### config.mk
export PLATFORM = sky130hd
export DESIGN_NAME = tt_um_nasser_hadi_dbnc
export DESIGN_NICKNAME = d
export VERILOG_FILES = /design/src/rtl/nasser_hadi_pkg.sv /design/src/rtl/nasser_hadi_dbnc_ch.sv /design/src/rtl/tt_um_nasser_hadi_dbnc.sv
export SDC_FILE = /design/constraint.sdc
export NUM_CORES = 1
export LEC_CHECK = 0
export ABC_AREA = 0
export CAP_MARGIN = 40
export CORE_ASPECT_RATIO = 0.8
export CORE_MARGIN = 1.5
export CORE_UTILIZATION = 23
export CTS_BUF_LIST = sky130_fd_sc_hd__clkbuf_16
export CTS_CLUSTER_SIZE = 8
export DETAILED_ROUTE_END_ITERATION = 8
export DONT_BUFFER_PORTS = 1
export GPL_TIMING_DRIVEN = 0
export PLACE_DENSITY = 0.34
export SLEW_MARGIN = 20
export SYNTH_ARGS = -nofsm -noshare
export SYNTH_HDL_FRONTEND = slang
export SYNTH_SLANG_ARGS = --single-unit
export TNS_END_PERCENT = 20
### constraint.sdc
create_clock -name clk -period 1.6 [get_ports clk]
set_input_delay 0.48 -clock clk [delete_from_list [all_inputs] [get_ports clk]]
set_output_delay 0.48 -clock clk [all_outputs]
set_load 0.03 [all_outputs]
### src/rtl/nasser_hadi_pkg.sv
// Shared definitions for the debounced A/B/C input conditioning stage:
// per-channel FSM encoding and default timing parameters.
package nasser_hadi_pkg;

   typedef enum logic [1:0] {
      STABLE_LO = 2'd0,
      WAIT_HI   = 2'd1,
      STABLE_HI = 2'd2,
      WAIT_LO   = 2'd3
   } db_state_t;

   localparam int DEF_SYNC_STAGES = 2;
   localparam int DEF_DB_CYCLES   = 4;

endpackage

### src/rtl/nasser_hadi_dbnc_ch.sv
// One debounce channel: synchronizer chain, debounce FSM with counter and
// registered output level; chg_p/wait_p flag the FSM's next-state outcome.
module nasser_hadi_dbnc_ch
   import nasser_hadi_pkg::*;
#(
   parameter int SYNC_STAGES = DEF_SYNC_STAGES,
   parameter int DB_CYCLES   = DEF_DB_CYCLES,
   parameter int CW          = $clog2(DB_CYCLES) + 1
) (
   input  logic clk,
   input  logic rst_n,
   input  logic raw,
   output logic q,
   output logic chg_p,
   output logic wait_p
);

   localparam logic [CW-1:0] CNT_LAST = CW'(DB_CYCLES - 1);

   logic [SYNC_STAGES-1:0] sync_reg;
   logic                   s;
   db_state_t              state_reg;
   logic [CW-1:0]          cnt_reg;
   logic                   cnt_done;

   always_ff @(posedge clk or negedge rst_n) begin
      if (!rst_n) begin
         sync_reg <= '0;
      end else begin
         sync_reg <= {sync_reg[SYNC_STAGES-2:0], raw};
      end
   end

   assign s        = sync_reg[SYNC_STAGES-1];
   assign cnt_done = (cnt_reg == CNT_LAST);

   always_ff @(posedge clk or negedge rst_n) begin
      if (!rst_n) begin
         state_reg <= STABLE_LO;
         cnt_reg   <= '0;
         q         <= 1'b0;
      end else begin
         case (state_reg)
            STABLE_LO: begin
               if (s) begin
                  state_reg <= WAIT_HI;
                  cnt_reg   <= CW'(1);
               end else begin
                  cnt_reg   <= '0;
               end
            end
            WAIT_HI: begin
               if (!s) begin
                  state_reg <= STABLE_LO;
                  cnt_reg   <= '0;
               end else if (cnt_done) begin
                  state_reg <= STABLE_HI;
                  cnt_reg   <= '0;
                  q         <= 1'b1;
               end else begin
                  cnt_reg   <= cnt_reg + CW'(1);
               end
            end
            STABLE_HI: begin
               if (!s) begin
                  state_reg <= WAIT_LO;
                  cnt_reg   <= CW'(1);
               end else begin
                  cnt_reg   <= '0;
               end
            end
            WAIT_LO: begin
               if (s) begin
                  state_reg <= STABLE_HI;
                  cnt_reg   <= '0;
               end else if (cnt_done) begin
                  state_reg <= STABLE_LO;
                  cnt_reg   <= '0;
                  q         <= 1'b0;
               end else begin
                  cnt_reg   <= cnt_reg + CW'(1);
               end
            end
            default: begin
               state_reg <= STABLE_LO;
               cnt_reg   <= '0;
               q         <= 1'b0;
            end
         endcase
      end
   end

   // Flags describe the edge about to happen so the top can register them in
   // step with q and the state itself.
   assign chg_p  = ((state_reg == WAIT_HI) &&  s && cnt_done) ||
                   ((state_reg == WAIT_LO) && !s && cnt_done);
   assign wait_p = ((state_reg == STABLE_LO) &&  s) ||
                   ((state_reg == STABLE_HI) && !s) ||
                   ((state_reg == WAIT_HI)   &&  s && !cnt_done) ||
                   ((state_reg == WAIT_LO)   && !s && !cnt_done);

endmodule

### src/rtl/tt_um_nasser_hadi_dbnc.sv
// Three independent debounce channels for the A/B/C pipeline inputs, with a
// registered any-change strobe and any-channel-waiting indicator.
module tt_um_nasser_hadi_dbnc
   import nasser_hadi_pkg::*;
#(
   parameter int SYNC_STAGES = DEF_SYNC_STAGES,
   parameter int DB_CYCLES   = DEF_DB_CYCLES,
   parameter int CW          = $clog2(DB_CYCLES) + 1
) (
   input  logic clk,
   input  logic rst_n,
   input  logic a_raw,
   input  logic b_raw,
   input  logic c_raw,
   output logic A,
   output logic B,
   output logic C,
   output logic chg,
   output logic busy
);

   logic [2:0] raw_vec;
   logic [2:0] q_vec;
   logic [2:0] chg_vec;
   logic [2:0] wait_vec;

   assign raw_vec = {c_raw, b_raw, a_raw};

   generate
      for (genvar gi = 0; gi < 3; gi++) begin : g_ch
         nasser_hadi_dbnc_ch #(
            .SYNC_STAGES(SYNC_STAGES),
            .DB_CYCLES  (DB_CYCLES),
            .CW         (CW)
         ) u_ch (
            .clk   (clk),
            .rst_n (rst_n),
            .raw   (raw_vec[gi]),
            .q     (q_vec[gi]),
            .chg_p (chg_vec[gi]),
            .wait_p(wait_vec[gi])
         );
      end
   endgenerate

   assign A = q_vec[0];
   assign B = q_vec[1];
   assign C = q_vec[2];

   always_ff @(posedge clk or negedge rst_n) begin
      if (!rst_n) begin
         chg  <= 1'b0;
         busy <= 1'b0;
      end else begin
         chg  <= |chg_vec;
         busy <= |wait_vec;
      end
   end

endmodule

==> metrics, run 1 <==
PortBufs 0; P_leak 0.0005490 uW; number of synthesized flops with an enable pin 0; final wirelength 1.569 mm; power per cell area 1815 mW/mm^2; syn nets 82; Area growth syn-to-layout 19.87%; HPWL after DPL 1.109 mm; WL/cell 11.71 um; post-route cell area 0.001170 sq mm; drt pass-1 iters 3; total grt overflow 0; Slew Limit Fails 0; # IOs 10; VDD IR max 747.4 uV; Initial DRC Count 27; outcome completed; asr flop ratio synth 100.0%; clock buffer depth 2; CTS buffer count 3; post-synthesis cell area 975.9 sq um; root buffer selected by CTS clkbuf_16; sequential power share 49.4%; flops & latches, synth 26; Clk pin slew, worst setup/hold paths 0.07 ns; Final Critical Period 1.320 ns; Avg Inst Size Synth 13.19 sq um; final-report hold violation count 0; f_max 757.5 MHz; max-cap violations 0; RSZ-0062 raised after global routing false; commonest non-fill, non-tap cell in the layout dfrtp_1; initial antenna violation count 0; Max-slew headroom 77.84%; GRT Total Usage 8.559%; commonest cells after routing, fill and taps aside dfrtp_1 (26), nand2_1 (10), inv_1 (5), a21oi_1 (5), o21ai_0 (4); crit path DAT 1.46 ns; dpl cell area 0.001045 sq mm; clock share of power 33.7%; library cells used by synthesis 21; FP Rows 20; H-tree depth 1; Synth warnings 0; Routed Antenna Nets 0; WS Path Type register to register; largest net degree at the start of global routing 27; total negative slack 0 ns; starting density of the core 24.84%; Comb power frac 16.9%; register area share after synthesis 66.67%; Die Ht 61.26 um; full die area 0.004645 sq mm; filler instances 414; Post-synth top flop dfrtp_1; setup bufs post-CTS 0; NetSw 633.7 uW; worst-margin pin slew 0.3324 ns; Clock Skews 0.004504 ns; die width 75.83 um; TritonCTS clock tree done; worst-path maximum fanout 3; startpoint class of the critical path register; Hold Crit Class primary input to asynchronous set/reset pin; vias per cell 4.037; Setup-failing EPs final 0; core area 0.003929 sq mm; share of layout cells above drive strength 1 12.66%; clock sink count 26; Int Pwr 1489 uW; clk_lat worst skew 0.26 ns; via count 541; number of diodes 0; final net count 88; final period utilization 82.51%; global placement routability congestion 0.7218; CP Capture Type register; Worst EP required 1.74 ns; Sw Share 29.85%; DRC Markers 0; Mapped Cells 74; first-pass GRT wire length 2.822 mm; vias in the first global route 577
==> layer usage <==
layer,up-vias,global-route usage [%],routed length (um)
met1,262,11.48,795
met4,0,2.296,15
met5,-,0,0
met2,10,12.42,667
met3,2,4.092,91
li1,267,-,-
==> what timing repair did <==
item	in CTS	in global routing
hold endpoints to repair	26	0
hold buffers	1	0
gates resized for setup	0	0
==> stage by stage <==
step | util, % | total power (uW) | hold slack, ns | instances | setup slack (ns)
finish | 29.78 | 2123 | 0.03381 | 134 | 0.2799
floorplan | - | 1306 | 0.1844 | 74 | 0.3717
detailed placement | 26.59 | 1410 | 0.1852 | 129 | 0.3005
global route | 29.78 | 2283 | 0.03262 | 134 | 0.2130
global placement | 26.59 | 1403 | 0.1853 | 129 | 0.2789
CTS | 29.78 | 2163 | 0.03560 | 134 | 0.2745
==> final timing paths <==
kind	from	endpoint	slack [ns]	cells after the start
setup / recovery	g_ch[2].u_ch.cnt_reg[0]	chg	0.28	3
hold reg to reg	g_ch[0].u_ch.sync_reg[0]	g_ch[0].u_ch.sync_reg[1]	0.35	0
setup reg to reg	g_ch[2].u_ch.cnt_reg[0]	chg	0.28	3
min in group clk	c_raw	g_ch[2].u_ch.sync_reg[0]	0.25	0
hold / removal	rst_n	g_ch[0].u_ch.cnt_reg[1]	0.03	1
max in group asynchronous	rst_n	g_ch[1].u_ch.cnt_reg[1]	1.41	1
==> kinds of logic (layout without fill, tap and decap cells) <==
group                      after synthesis  in the layout  share of synthesized area [%]
muxes                                    1              1                          1.154
xor gates and xnor gates                 3              3                          3.462
DFF                                     26             26                          66.67
buffers and inverters                    5             10                          1.923
AOI/OAI and AO/OA                       14             14                          9.615
adders and majority gates                3              3                          3.847
and+or+nand+nor                         22             22                          13.33
==> cell usage after synthesis (2+ instances only) <==
| library cell | n | share of area (%) |
|---|---|---|
| inv_1 | 5 | 1.9 |
| nand2_1 | 10 | 3.8 |
| ha_1 | 3 | 3.8 |
| and3b_1 | 2 | 1.8 |
| dfrtp_1 | 26 | 67 |
| xor2_1 | 2 | 1.8 |
| a21oi_2 | 2 | 1.8 |
| nand3b_1 | 2 | 1.5 |
| a21oi_1 | 5 | 2.6 |
| and3_1 | 2 | 1.3 |
| and4b_1 | 2 | 2.1 |
| o21ai_0 | 4 | 2.1 |
==> power groups by stage <==
stage | clock [uW] | combinational (uW) | sequential, uW
final | 716 | 358 | 1050
after CTS | 741 | 369 | 1050
after global routing | 776 | 425 | 1080
after detailed placement | 0 | 350 | 1060
after global placement | 0 | 339 | 1060
after floorplan | 0 | 278 | 1030
==> area by class of cell <==
cell class	count	area [sq um]	share of cell area (%)
Timing Repair Buffer	1	20.02	1.711
Clock inverter	1	30.03	2.567
Multi-Input combinational cell	43	306.5	26.20
Sequential cell	26	650.6	55.62
Clock buffer	3	75.07	6.417
Tap cell	55	68.82	5.882
Inverter	5	18.77	1.604
==> worst max-delay path: stages (launching register included) <==
cell     delay [ns]
dfrtp_1        0.40
ha_1           0.23
and3b_1        0.22
a221o_1        0.35
(Power assumes the default switching activity.)
==> inputs of run 2 (changes only) <==
clock period = 1.3 ns   (was 1.6 ns; I/O delays follow)
==> run 2 against run 1 <==
  * Fmax grew 6.2%
  * Register-to-register slack worse by 0.22 ns
  * Setup slack got worse by 0.22 ns
  * Critical path depth is the same
  * Utilization rose by 0.83 points
  * Global-route usage is essentially flat
  * First-iteration DRC count up 22%
  * Clock power up 23%
  * Non-clock buffer count increased by 3
  * Total power increased by 26%
  * Sequential power rose by 22%
  * Highest routed layer unchanged
==> metrics, run 2 (same netlist as run 1, synthesis figures left out) <==
Clk pin slew, worst setup/hold paths 0.07 ns (about the same); FP Rows 20 (unchanged); largest net degree at the start of global routing 27 (unchanged); core area 0.003929 sq mm (unchanged); starting density of the core 24.84% (unchanged); drt pass-1 iters 3 (unchanged); total grt overflow 0 (unchanged); final period utilization 95.58% (+13 points); Final Critical Period 1.243 ns (-0.07757 ns); H-tree depth 1 (unchanged); Setup-failing EPs final 0 (unchanged); Routed Antenna Nets 0 (unchanged); share of layout cells above drive strength 1 19.51% (+6.9 points); FF-to-FF path depth 3 (unchanged); f_max 804.8 MHz (+6.2%); worst-path maximum fanout 3 (unchanged); Die Ht 61.26 um (unchanged); Clock Skews 0.004608 ns (+0.0001040 ns); clock buffer depth 2 (unchanged); CTS buffer count 3 (unchanged); total chip power 2670 uW (+26%); clk_lat worst skew 0.26 ns (about the same); min-delay src c_raw; Hold Crit Class primary input to register; first-pass GRT wire length 2.835 mm (+0.46%); hold path endpoint g_ch[2].u_ch.sync_reg[0]; HPWL after DPL 1.109 mm (unchanged); startpoint class of the critical path register; crit path DAT 1.38 ns (-0.08 ns); number of diodes 0 (unchanged); Max-slew headroom 77.82% (about the same); R2R Setup Slk 0.06 ns (-0.22 ns); die width 75.83 um (unchanged); global placement routability congestion 0.7218 (unchanged); Area growth syn-to-layout 23.20%; commonest cells after routing, fill and taps aside dfrtp_1 (26), nand2_1 (10), inv_1 (5), a21oi_1 (5), o21ai_0 (4); full die area 0.004645 sq mm (unchanged); CP Capture Type register; DRC Markers 0 (unchanged); area of the multi-input gates 314.1 sq um (+2.4%); initial antenna violation count 0 (unchanged); root buffer selected by CTS clkbuf_16; # IOs 10 (unchanged); post-layout util 30.61% (+0.83 points); crit path launch g_ch[1].u_ch.cnt_reg[0]; PortBufs 0 (unchanged); max-cap violations 0 (unchanged); RSZ-0062 raised after global routing false; final net count 91 (+3.4%); outcome completed; VDD IR max 921.3 uV (+23%); worst-margin pin slew 0.3326 ns (+0.0002885 ns); vias in the first global route 578 (+0.17%); commonest non-fill, non-tap cell in the layout dfrtp_1; Slew Limit Fails 0 (unchanged); vias per cell 3.978 (-1.5%); filler instances 410 (-0.97%); Worst EP required 1.44 ns (-0.30 ns); WS Path Type register to register; reg2reg start g_ch[1].u_ch.cnt_reg[0]; GRT Total Usage 8.594% (+0.035 points); final wirelength 1.594 mm (+1.6%); power per cell area 2220 mW/mm^2 (+22%); final-report hold violation count 0 (unchanged); Initial DRC Count 33 (+22%); WL/cell 11.64 um (-0.63%); worst r2r dst chg; via count 545 (+0.74%); clock sink count 26 (unchanged); WHS Path Cells 0; P_leak 0.0005575 uW (+1.5%); TritonCTS clock tree done; Storage cell area 650.6 sq um (unchanged)
run 2: stage by stage:
stage | setup TNS [ns] | cell area [sq um] | worst slack [ns] | hold WS [ns] | std cells
final | 0 | 1202 | 0.05746 | 0.1559 | 137
after detailed placement | 0 | 1045 | 0.0005019 | 0.09517 | 129
after CTS | 0 | 1191 | 0.002786 | 0.1497 | 136
after global placement | -0.02115 | 1045 | -0.02115 | 0.09531 | 129
after floorplan | 0 | 975.9 | 0.07166 | 0.09441 | 74
after global routing | 0 | 1202 | 0.004410 | 0.1397 | 137
run 2: how the worst max path moves through the flow:
stage / end / slack [ns] / cells past startpoint
6_report: chg / 0.06 / 3
5_1_grt: chg / 0.004 / 4
4_1_cts: chg / 0.003 / 3
3_5_place_dp: chg / 0.0005 / 3
3_3_place_gp: chg / -0.02 / 3
2_1_floorplan: chg / 0.07 / 3
run 2: layout make-up:
type | instances | area share (%)
tap | 55 | 5.723
clock inverter | 1 | 2.497
inverter | 5 | 1.561
sequential | 26 | 54.11
multi-input combinational | 43 | 26.12
timing repair buffer | 4 | 3.746
clock buffer | 3 | 6.244
run 2: repair_timing:
action | 4_1_cts | 5_1_grt
hold buffers | 2 | 0
hold endpoints to repair | 26 | 0
endpoints found under the setup margin | 1 | 1
pin swaps | 0 | 2
buffers inserted | 1 | 1
gates resized for setup | 2 | 2
run 2: report_power, final:
| part | switching, uW | internal [uW] |
|---|---|---|
| registers | 253 | 1030 |
| logic | 269 | 233 |
| clock network | 270 | 612 |
run 2: metal layers:
| metal | up-vias | wire (um) | GRT usage, % | share of wire, % |
|---|---|---|---|---|
| met5 | - | 0 | 0 | 0 |
| met4 | 0 | 15 | 2.296 | 0.94 |
| met3 | 2 | 91 | 4.092 | 5.7 |
| met2 | 10 | 666 | 12.42 | 42 |
| met1 | 262 | 820 | 11.58 | 51 |
| li1 | 271 | - | - | - |
run 2: critical path: stages, from the launching register on:
cell     delay [ns]
dfrtp_1        0.39
ha_2           0.20
and3b_2        0.22
a221o_1        0.32
